**config.mk**
```make
export PLATFORM = sky130hd
export DESIGN_NAME = apb_cfg_regfile
export DESIGN_NICKNAME = d
export VERILOG_FILES = /design/src/rtl/cpu_reg_pkg.sv /design/src/rtl/apb_slv_fsm.sv /design/src/rtl/apb_cfg_regfile.sv
export SDC_FILE = /design/constraint.sdc
export NUM_CORES = 1
export LEC_CHECK = 0
export ABC_AREA = 1
export CAP_MARGIN = 20
export CORE_MARGIN = 10
export CORE_UTILIZATION = 45
export DETAILED_ROUTE_END_ITERATION = 6
export DONT_BUFFER_PORTS = 1
export PLACE_DENSITY = 0.65
export SETUP_SLACK_MARGIN = 0.1
export SLEW_MARGIN = 30
export SYNTH_ARGS = -nofsm -noshare
export SYNTH_HDL_FRONTEND = slang
export SYNTH_HIERARCHICAL = 1
export SYNTH_SLANG_ARGS = --single-unit
```
**constraint.sdc**
```tcl
create_clock -name i_clk -period 24.2 [get_ports i_clk]
set_input_delay 3.63 -clock i_clk [delete_from_list [all_inputs] [get_ports i_clk]]
set_output_delay 3.63 -clock i_clk [all_outputs]
set_load 0.1 [all_outputs]
```
**src/rtl/cpu_reg_pkg.sv**
```systemverilog
// Shared types for the APB configuration register file: word type, bus phase
// states and the register-kind decode helper.
package cpu_reg_pkg;

  localparam int REG_W = 32;
  localparam int IDX_W = 8;

  typedef logic [REG_W-1:0] reg_word_t;

  typedef enum logic [1:0] {
    IDLE,
    SETUP,
    ACCESS,
    DONE
  } apb_state_e;

  typedef enum logic [1:0] {
    RW,
    STS,
    RO,
    BAD
  } reg_kind_e;

  // Word index map: RW block first, then sticky status, then read-only.
  function automatic reg_kind_e reg_kind(input logic [IDX_W-1:0] idx,
                                         input int num_rw,
                                         input int num_sts,
                                         input int num_ro);
    int i;
    i = int'(idx);
    if (i < num_rw) return RW;
    if (i < num_rw + num_sts) return STS;
    if (i < num_rw + num_sts + num_ro) return RO;
    return BAD;
  endfunction

endpackage

```
**src/rtl/apb_slv_fsm.sv**
```systemverilog
// APB3 slave phase tracker: latches the setup-phase request, inserts wait
// states and raises a one-cycle commit as the transfer enters DONE.
module apb_slv_fsm
  import cpu_reg_pkg::*;
#(
  parameter int WAIT_STATES = 0
) (
  input  logic             i_clk,
  input  logic             i_rst,
  input  logic             i_psel,
  input  logic             i_penable,
  input  logic             i_pwrite,
  input  logic [31:0]      i_paddr,
  input  reg_word_t        i_pwdata,
  output logic             o_commit,
  output logic [IDX_W-1:0] o_idx,
  output reg_word_t        o_wdata,
  output logic             o_write,
  output logic             o_pready
);

  localparam int LAST_WAIT = (WAIT_STATES > 0) ? WAIT_STATES - 1 : 0;

  apb_state_e       state, state_nxt;
  logic [2:0]       wait_cnt, wait_cnt_nxt;
  logic             capture;
  logic             setup_ph, access_ph;
  logic [IDX_W-1:0] idx_p0;
  reg_word_t        wdata_p0;
  logic             write_p0;
  logic             unused_addr;

  assign setup_ph    = i_psel & ~i_penable;
  assign access_ph   = i_psel & i_penable;
  assign unused_addr = ^{i_paddr[31:10], i_paddr[1:0]};

  always_comb begin
    state_nxt    = state;
    wait_cnt_nxt = wait_cnt;
    capture      = 1'b0;
    o_commit     = 1'b0;
    unique case (state)
      IDLE: begin
        if (setup_ph) begin
          state_nxt = SETUP;
          capture   = 1'b1;
        end
      end
      SETUP: begin
        if (!access_ph) begin
          state_nxt = IDLE;
        end else if (WAIT_STATES == 0) begin
          state_nxt = DONE;
          o_commit  = 1'b1;
        end else begin
          state_nxt    = ACCESS;
          wait_cnt_nxt = '0;
        end
      end
      ACCESS: begin
        // A master dropping psel/penable before pready aborts the transfer.
        if (!access_ph) begin
          state_nxt = IDLE;
        end else if (wait_cnt == 3'(LAST_WAIT)) begin
          state_nxt = DONE;
          o_commit  = 1'b1;
        end else begin
          wait_cnt_nxt = wait_cnt + 3'd1;
        end
      end
      DONE: begin
        if (setup_ph) begin
          state_nxt = SETUP;
          capture   = 1'b1;
        end else begin
          state_nxt = IDLE;
        end
      end
      default: state_nxt = IDLE;
    endcase
  end

  always_ff @(posedge i_clk or posedge i_rst) begin
    if (i_rst) begin
      state    <= IDLE;
      wait_cnt <= '0;
    end else begin
      state    <= state_nxt;
      wait_cnt <= wait_cnt_nxt;
    end
  end

  // Setup-phase capture (data path, no reset)
  always_ff @(posedge i_clk) begin
    if (capture) begin
      idx_p0   <= i_paddr[9:2];
      wdata_p0 <= i_pwdata;
      write_p0 <= i_pwrite;
    end
  end

  assign o_idx    = idx_p0;
  assign o_wdata  = wdata_p0;
  assign o_write  = write_p0;
  assign o_pready = (state == DONE);

endmodule

```
**src/rtl/apb_cfg_regfile.sv**
```systemverilog
// APB3 configuration/status register file: RW config registers with strobes,
// hardware-set W1C sticky status with registered irq, and sampled RO words.
module apb_cfg_regfile
  import cpu_reg_pkg::*;
#(
  parameter int                     NUM_RW      = 8,
  parameter int                     NUM_STS     = 2,
  parameter int                     NUM_RO      = 2,
  parameter int                     WAIT_STATES = 0,
  parameter reg_word_t [NUM_RW-1:0] RST_VAL     = '0
) (
  input  logic                       i_clk,
  input  logic                       i_rst,
  input  logic                       i_psel,
  input  logic                       i_penable,
  input  logic                       i_pwrite,
  input  logic [31:0]                i_paddr,
  input  reg_word_t                  i_pwdata,
  output reg_word_t                  o_prdata,
  output logic                       o_pready,
  output logic                       o_pslverr,
  output reg_word_t [NUM_RW-1:0]     c_rw,
  output logic [NUM_RW-1:0]          o_wr_stb,
  input  reg_word_t [NUM_STS-1:0]    i_sts_set,
  output reg_word_t [NUM_STS-1:0]    c_sts,
  output logic                       o_irq,
  input  reg_word_t [NUM_RO-1:0]     i_ro
);

  logic                    commit;
  logic                    write;
  logic [IDX_W-1:0]        idx;
  reg_word_t               wdata;
  reg_kind_e               kind;
  reg_word_t               rd_val;
  logic                    wr_rw, wr_sts;
  reg_word_t [NUM_STS-1:0] sts_nxt;

  apb_slv_fsm #(
    .WAIT_STATES(WAIT_STATES)
  ) u_fsm (
    .i_clk    (i_clk),
    .i_rst    (i_rst),
    .i_psel   (i_psel),
    .i_penable(i_penable),
    .i_pwrite (i_pwrite),
    .i_paddr  (i_paddr),
    .i_pwdata (i_pwdata),
    .o_commit (commit),
    .o_idx    (idx),
    .o_wdata  (wdata),
    .o_write  (write),
    .o_pready (o_pready)
  );

  assign kind   = reg_kind(idx, NUM_RW, NUM_STS, NUM_RO);
  assign wr_rw  = commit & write & (kind == RW);
  assign wr_sts = commit & write & (kind == STS);

  always_comb begin
    rd_val = '0;
    for (int k = 0; k < NUM_RW; k++)
      if (idx == IDX_W'(k)) rd_val = c_rw[k];
    for (int j = 0; j < NUM_STS; j++)
      if (idx == IDX_W'(NUM_RW + j)) rd_val = c_sts[j];
    for (int r = 0; r < NUM_RO; r++)
      if (idx == IDX_W'(NUM_RW + NUM_STS + r)) rd_val = i_ro[r];
  end

  // Hardware set is ORed in after the software clear so it always wins.
  always_comb begin
    sts_nxt = '0;
    for (int j = 0; j < NUM_STS; j++) begin
      sts_nxt[j] = c_sts[j] | i_sts_set[j];
      if (wr_sts && idx == IDX_W'(NUM_RW + j))
        sts_nxt[j] = (c_sts[j] & ~wdata) | i_sts_set[j];
    end
  end

  always_ff @(posedge i_clk or posedge i_rst) begin
    if (i_rst) begin
      c_rw     <= RST_VAL;
      o_wr_stb <= '0;
    end else begin
      o_wr_stb <= '0;
      for (int k = 0; k < NUM_RW; k++) begin
        if (wr_rw && idx == IDX_W'(k)) begin
          c_rw[k]     <= wdata;
          o_wr_stb[k] <= 1'b1;
        end
      end
    end
  end

  always_ff @(posedge i_clk or posedge i_rst) begin
    if (i_rst) begin
      c_sts <= '0;
      o_irq <= 1'b0;
    end else begin
      c_sts <= sts_nxt;
      o_irq <= |c_sts;
    end
  end

  // Response registers: only meaningful in DONE, zero otherwise.
  always_ff @(posedge i_clk or posedge i_rst) begin
    if (i_rst) begin
      o_prdata  <= '0;
      o_pslverr <= 1'b0;
    end else begin
      o_prdata  <= '0;
      o_pslverr <= 1'b0;
      if (commit) begin
        if (write) begin
          o_pslverr <= (kind == RO) || (kind == BAD);
        end else begin
          o_prdata  <= rd_val;
          o_pslverr <= (kind == BAD);
        end
      end
    end
  end

endmodule
```
==> flow_metrics.py, run 1 <==
metrics = {
    "logic_synthesis": {
        "ys_seq_elements": 408,
        "ys_warn_count": 6,
        "syn_inst": 2152,
        "post_synth.cell_area_avg_um2": 8.460,
        "synth-main-ff-cell": "dfrtp_1",
        "synth_edf_count": 41,
        "synth_area_mm2": 0.01821,
        "synth_cell_types": 34,
        "yosys.area.top_type": "dfrtp_1",
        "netlist_top_cells_area": "dfrtp_1 (50%), nand2_1 (12%), edfxtp_1 (6.8%)",
        "ys_top_cells_by_count": "nand2_1 (601), dfrtp_1 (367), o21ai_0 (244), inv_1 (229), nor2_1 (175)",
        "seq_area_frac_synth_pct": 57.21,
        "synth_async_sr_flop_share_pct": 89.95,
        "synth_top_area_share_pct": 50.44,
        "yosysMostFrequentCell": "nand2_1",
        "syn-num-nets": 2356,
    },
    "global_routing": {
        "antenna_found_initial": 6,
        "grt_pass1_vias": 14840,
        "grt_pass1_wl_um": 104800,
        "overflow": 0,
        "track_usage_pct": 28.51,
        "grt_max_degree": 134,
    },
    "layout": {
        "postLayoutCoreUtil_pct": 50.64,
        "nNetsFinal": 2322,
        "layout-drive-gt1-share_pct": 7.707,
        "area_growth_pct": 11.02,
    },
    "clocking": {
        "cts_buffers": 45,
        "cts_tree": "done",
        "cts_hold_buffers": 0,
        "root_buffer": "clkbuf_16",
        "clkLatencyLatePin_ns": 0.57,
        "cts.clk_slew.worst_paths_ns": 0.06,
        "postCtsSetupBuffers": 0,
        "cts_resized": 0,
        "cts_buffer_depth": 3,
        "ctsHtreeMaxLevel": 2,
        "clock-sinks": 408,
    },
    "worst_setup_path": {
        "end_kind": "register",
        "cp-startpoint": "i_penable",
        "path_class": "input pin to register",
        "cp_max_fo": 64,
        "startpoint_type": "input pin",
        "worst_ep_required_time_ns": 24.65,
        "cp.arrival_ns": 6.04,
        "worstReg2RegStart": "u_fsm/state[1]",
    },
    "timing": {
        "worstMarginPinSlew_ns": 1.071,
        "hold_viol": 0,
        "finClkSkew_ns": 0.02038,
        "finalCritPeriodShare_pct": 23.10,
        "slew_headroom_pct": 28.59,
        "slew_viol_final": 0,
        "rsz0062_at_grt": "false",
        "max_freq_mhz": 178.9,
        "setup_violations": 0,
        "tns_ns": 0,
        "finalCriticalPeriod_ns": 5.590,
    },
    "run": {
        "drv_cap": 0,
    },
    "power_and_ir_drop": {
        "power_density_mw_per_mm2": 75.06,
        "leakagePower_nw": 10.13,
        "power_mw": 1.517,
        "ir_drop_mv": 0.07307,
    },
    "drt": {
        "ant_nets": 0,
        "drt_iter0_drc": 1642,
        "wire_per_inst_um": 26.91,
        "routed_wl_um": 72200,
        "first_pass_iters": 6,
        "drc": 0,
        "viasPerCell": 5.649,
        "dr_total_vias": 15160,
    },
    "min_path": {
        "hold_class": "register to register",
        "min_from": "u_fsm/o_wdata[17]",
    },
    "floorplan": {
        "initial_core_util_pct": 45.61,
        "core_mm2": 0.03991,
        "die_w_um": 221.1,
        "die-area_mm2": 0.04890,
        "rows": 73,
        "ios": 560,
        "die_h_um": 221.1,
    },
    "placed_design": {
        "portBuffers": 0,
        "gp_congestion": 0.9356,
        "dp_hpwl_um": 54730,
    },
    "status": {
        "status": "finished clean",
    },
}
[through the flow]
step           cell area, um2  setup WS (ns)  hold slack (ns)  std cells
3_5_place_dp            18700          17.93           0.4692       2595
2_1_floorplan           18210          10.52           0.4548       2152
5_1_grt                 20210          18.26           0.5096       2681
6_report                20210          18.61           0.4818       2683
4_1_cts                 20140          18.49           0.4840       2678
3_3_place_gp            18600          18.11           0.4620       2592
[power breakdown]
group / total (mW) / switching [mW] / internal, mW
Combinational: 0.113 / 0.0921 / 0.0207
Clock: 0.678 / 0.285 / 0.393
Sequential: 0.726 / 0.0155 / 0.711
Total: 1.52 / 0.393 / 1.12
[sequential cells by signal, summed over array words and instances, names as in the netlist]
register        count
c_rw              256
c_sts              64
o_irq               1
o_prdata           32
o_pslverr           1
o_wr_stb            8
u_fsm/o_idx         8
u_fsm/o_wdata      32
u_fsm/o_write       1
u_fsm/state         2
u_fsm/wait_cnt      3
[cell families (layout without fill, tap and decap cells)]
logic type	count (synthesis)	count (layout)	synth area share, %
AND/OR/NAND/NOR	1001	1001	23.22
flip-flops	408	408	57.21
AO/OA/AOI/OAI	387	387	11.52
buffers and inverters	347	349	7.477
adder cells (fa/ha/maj)	7	7	0.4810
XOR/XNOR	2	2	0.09623
other	0	4	0
[cell usage in the layout, fill, tap and decap left out, drive strengths merged]
| master | n |
|---|---|
| a21oi | 32 |
| nor4 | 6 |
| o21ai | 291 |
| or2 | 13 |
| nand3b | 1 |
| xnor2 | 1 |
| bufinv | 2 |
| diode | 4 |
| buf | 22 |
| clkbuf | 67 |
| nand4 | 66 |
| o21bai | 64 |
| ha | 7 |
| edfxtp | 41 |
| dfrtp | 367 |
| nor3 | 6 |
| nand3 | 118 |
| nor2 | 184 |
| nand2 | 606 |
| or3b | 1 |
| inv | 242 |
| clkinv | 16 |
| xor2 | 1 |
[final timing paths]
kind	end	slack (ns)	depth (start not counted)
worst min register to register	c_rw[145]	0.48	2
worst max-delay path	c_rw[213]	18.61	10
max in group asynchronous	c_rw[237]	19.36	3
worst max register to register	c_rw[213]	20.77	12
min in group asynchronous	u_fsm/wait_cnt[1]	2.84	1
worst min-delay path	c_rw[145]	0.48	2
[metal layers]
layer | global-route usage, % | wire length, um | share of wire [%] | vias to the layer above
li1 | - | - | - | 6873
met1 | 31.44 | 25590 | 35 | 7392
met2 | 49.04 | 36430 | 50 | 740
met3 | 10.98 | 7614 | 11 | 147
met4 | 10.30 | 2552 | 3.5 | 4
met5 | 0 | 25 | 0.035 | -
[worst max-delay path: stages]
cell	delay, ns
nand3_1	0.10
a21oi_1	0.22
nand2_1	0.08
inv_1	0.07
nand2_1	0.09
nor2_4	0.30
inv_2	0.21
nor2_2	0.23
clkinv_2	0.65
o21ai_0	0.42
[final cells by class]
class	instances	area [um2]
Fill cell	3778	19700
Tap cell	525	656.9
Antenna cell	4	10.01
Inverter	244	930.9
Clock buffer	67	1299
Timing Repair Buffer	22	214.0
Multi-Input combinational cell	1397	6521
Sequential cell	408	10440
Clock inverter	16	138.9
Power figures use the tool's default switching activity.
==> run 2, diff against run 1 <==
--- a/config.mk
+++ b/config.mk
@@ -11,7 +11,7 @@
 export CORE_UTILIZATION = 45
 export DETAILED_ROUTE_END_ITERATION = 6
 export DONT_BUFFER_PORTS = 1
-export PLACE_DENSITY = 0.65
+export PLACE_DENSITY = 0.67
 export SETUP_SLACK_MARGIN = 0.1
 export SLEW_MARGIN = 30
 export SYNTH_ARGS = -nofsm -noshare
==> constraint.sdc (replaced) <==
create_clock -name i_clk -period 4.8 [get_ports i_clk]
set_input_delay 0.72 -clock i_clk [delete_from_list [all_inputs] [get_ports i_clk]]
set_output_delay 0.72 -clock i_clk [all_outputs]
set_load 0.1 [all_outputs]
==> run 2 against run 1 <==
  * Largest power group unchanged
  * Hold slack worse by 0.31 ns
  * Flip-flop and latch count stayed put
  * Combinational power increased to 5.0 times the previous value
  * Sequential share of layout area is essentially flat
  * First-iteration DRC count fell by 0.24%
  * Routed wire length is essentially flat
  * Via count up 0.84%
  * Largest cell class unchanged
==> flow_metrics.py, run 2 (synthesis gave the netlist of run 1 again) <==
metrics = {
    "status": {
        "status": "finished clean",
    },
    "timing": {
        "rsz0062_at_grt": "false",
        "finClkSkew_ns": 0.01157,
        "hold_viol": 0,
        "setup_violations": 0,
        "worstMarginPinSlew_ns": 1.051,
        "finalCriticalPeriod_ns": 3.415,
        "slew_viol_final": 0,
        "max_freq_mhz": 292.9,
        "slew_headroom_pct": 29.69,
        "finalCritPeriodShare_pct": 71.14,
    },
    "power_and_ir_drop": {
        "ir_drop_mv": 0.3598,
        "leakagePower_nw": 10.09,
        "power_density_mw_per_mm2": 377.6,
    },
    "worst_setup_path": {
        "worst_ep_required_time_ns": 5.26,
        "worstReg2RegStart": "u_fsm/state[0]",
        "cp_max_fo": 64,
        "startpoint_type": "register",
        "path_class": "register to register",
        "cp.arrival_ns": 3.87,
        "end_kind": "register",
        "worstRegToRegCells": 12,
        "cp-startpoint": "u_fsm/state[0]",
    },
    "floorplan": {
        "ios": 560,
        "initial_core_util_pct": 45.61,
        "rows": 73,
        "die-area_mm2": 0.04890,
        "die_h_um": 221.1,
        "core_mm2": 0.03991,
        "die_w_um": 221.1,
    },
    "drt": {
        "ant_nets": 0,
        "wire_per_inst_um": 26.84,
        "drt_iter0_drc": 1638,
        "routed_wl_um": 72150,
        "viasPerCell": 5.686,
        "first_pass_iters": 7,
        "drc": 0,
        "dr_total_vias": 15280,
    },
    "layout": {
        "post-route-cell-area_mm2": 0.02021,
        "largest_register": "c_rw",
        "regArea_mm2": 0.01045,
        "instances_no_fill": 2688,
        "multiInputGateArea_mm2": 0.006502,
        "nNetsFinal": 2323,
        "area_growth_pct": 11.02,
        "layout-drive-gt1-share_pct": 7.796,
        "largest_reg_flops": 256,
        "final_common_cell": "nand2_1",
        "top_regs": "c_rw x256, c_sts x64",
        "fill_cells": 3686,
        "most-common-layout-cells": "nand2_1 (597), dfrtp_1 (343), o21ai_0 (244)",
    },
    "clocking": {
        "cts.clk_slew.worst_paths_ns": 0.06,
        "root_buffer": "clkbuf_16",
        "cts_buffers": 45,
        "cts_tree": "done",
        "clkLatencyLatePin_ns": 0.58,
        "clock-sinks": 408,
        "ctsHtreeMaxLevel": 2,
        "cts_buffer_depth": 3,
        "postCtsSetupBuffers": 0,
    },
    "global_routing": {
        "grt_pass1_vias": 14800,
        "overflow": 0,
        "track_usage_pct": 28.39,
        "grt_max_degree": 136,
        "antenna_found_initial": 8,
        "grt_pass1_wl_um": 104200,
    },
    "placed_design": {
        "portBuffers": 0,
        "place_area_mm2": 0.01869,
        "gp_congestion": 0.9451,
        "dp_hpwl_um": 54730,
        "post-place-cells": 2594,
    },
    "min_path": {
        "hold_class": "input pin to async pin",
    },
    "run": {
        "drv_cap": 0,
    },
}
==> run 2: timing repair <==
| action | in CTS | in global routing |
|---|---|---|
| gates resized for setup | 0 | 0 |
| hold buffers | 1 | 0 |
| endpoints found under the hold margin | 5 | 0 |
| endpoints found under the setup margin | 0 | 0 |
==> run 2: through the flow <==
step / total power [mW] / setup WS (ns) / setup TNS [ns] / util (%) / hold WS (ns)
3_5_place_dp: 4.288 / 1.299 / 0 / 46.84 / 0.4682
2_1_floorplan: 4.059 / -0.7743 / -280.28 / - / 0.4548
4_1_cts: 7.673 / 1.281 / 0 / 50.46 / 0.1735
3_3_place_gp: 4.270 / 1.379 / 0 / 46.74 / 0.4609
6_report: 7.633 / 1.385 / 0 / 50.64 / 0.1738
5_1_grt: 7.880 / 1.032 / 0 / 50.62 / 0.2041
==> run 2: critical path, cell delays in order, from the launching register on <==
cell and delay [ns]:
dfrtp_1 0.42, inv_1 0.11, ha_1 0.35, nand3_1 0.14, a21oi_1 0.24, nand2_1 0.08, inv_1 0.07, nand2_1 0.10
nor2_4 0.28, inv_2 0.20, nor2_2 0.17, clkinv_2 0.65, o21ai_0 0.45
==> run 2: final cells by class <==
class	count	share of cell area [%]
Sequential cell	408	51.68
Multi-Input combinational cell	1397	32.17
Clock buffer	70	6.580
Inverter	244	4.562
Tap cell	525	3.250
Timing Repair Buffer	23	1.133
Clock inverter	13	0.5262
Antenna cell	8	0.09905
==> run 2: report_power, final <==
part	internal (mW)	total (mW)	switching (mW)	leakage [nW]
Sequential	3.58	3.66	0.0768	4.96
Clock	1.96	3.41	1.45	0.705
Combinational	0.105	0.565	0.460	4.43
Total	5.65	7.63	1.98	10.1
==> run 2: final timing paths <==
| path | to | slack (ns) |
|---|---|---|
| hold / removal | c_rw[193] | 0.17 |
| setup / recovery | c_rw[210] | 1.39 |
| min in group i_clk | u_fsm/o_wdata[12] | 0.23 |
| max in group asynchronous | c_rw[171] | 3.34 |
| hold reg to reg | c_rw[125] | 0.48 |
| setup reg to reg | c_rw[210] | 1.39 |
==> run 2: per-layer routing <==
metal,global-route usage (%),up-vias,share of wire (%)
met2,48.57,731,50
met5,0,-,0.030
met1,31.01,7546,35
met3,11.42,139,11
li1,-,6864,-
met4,10.81,4,3.4
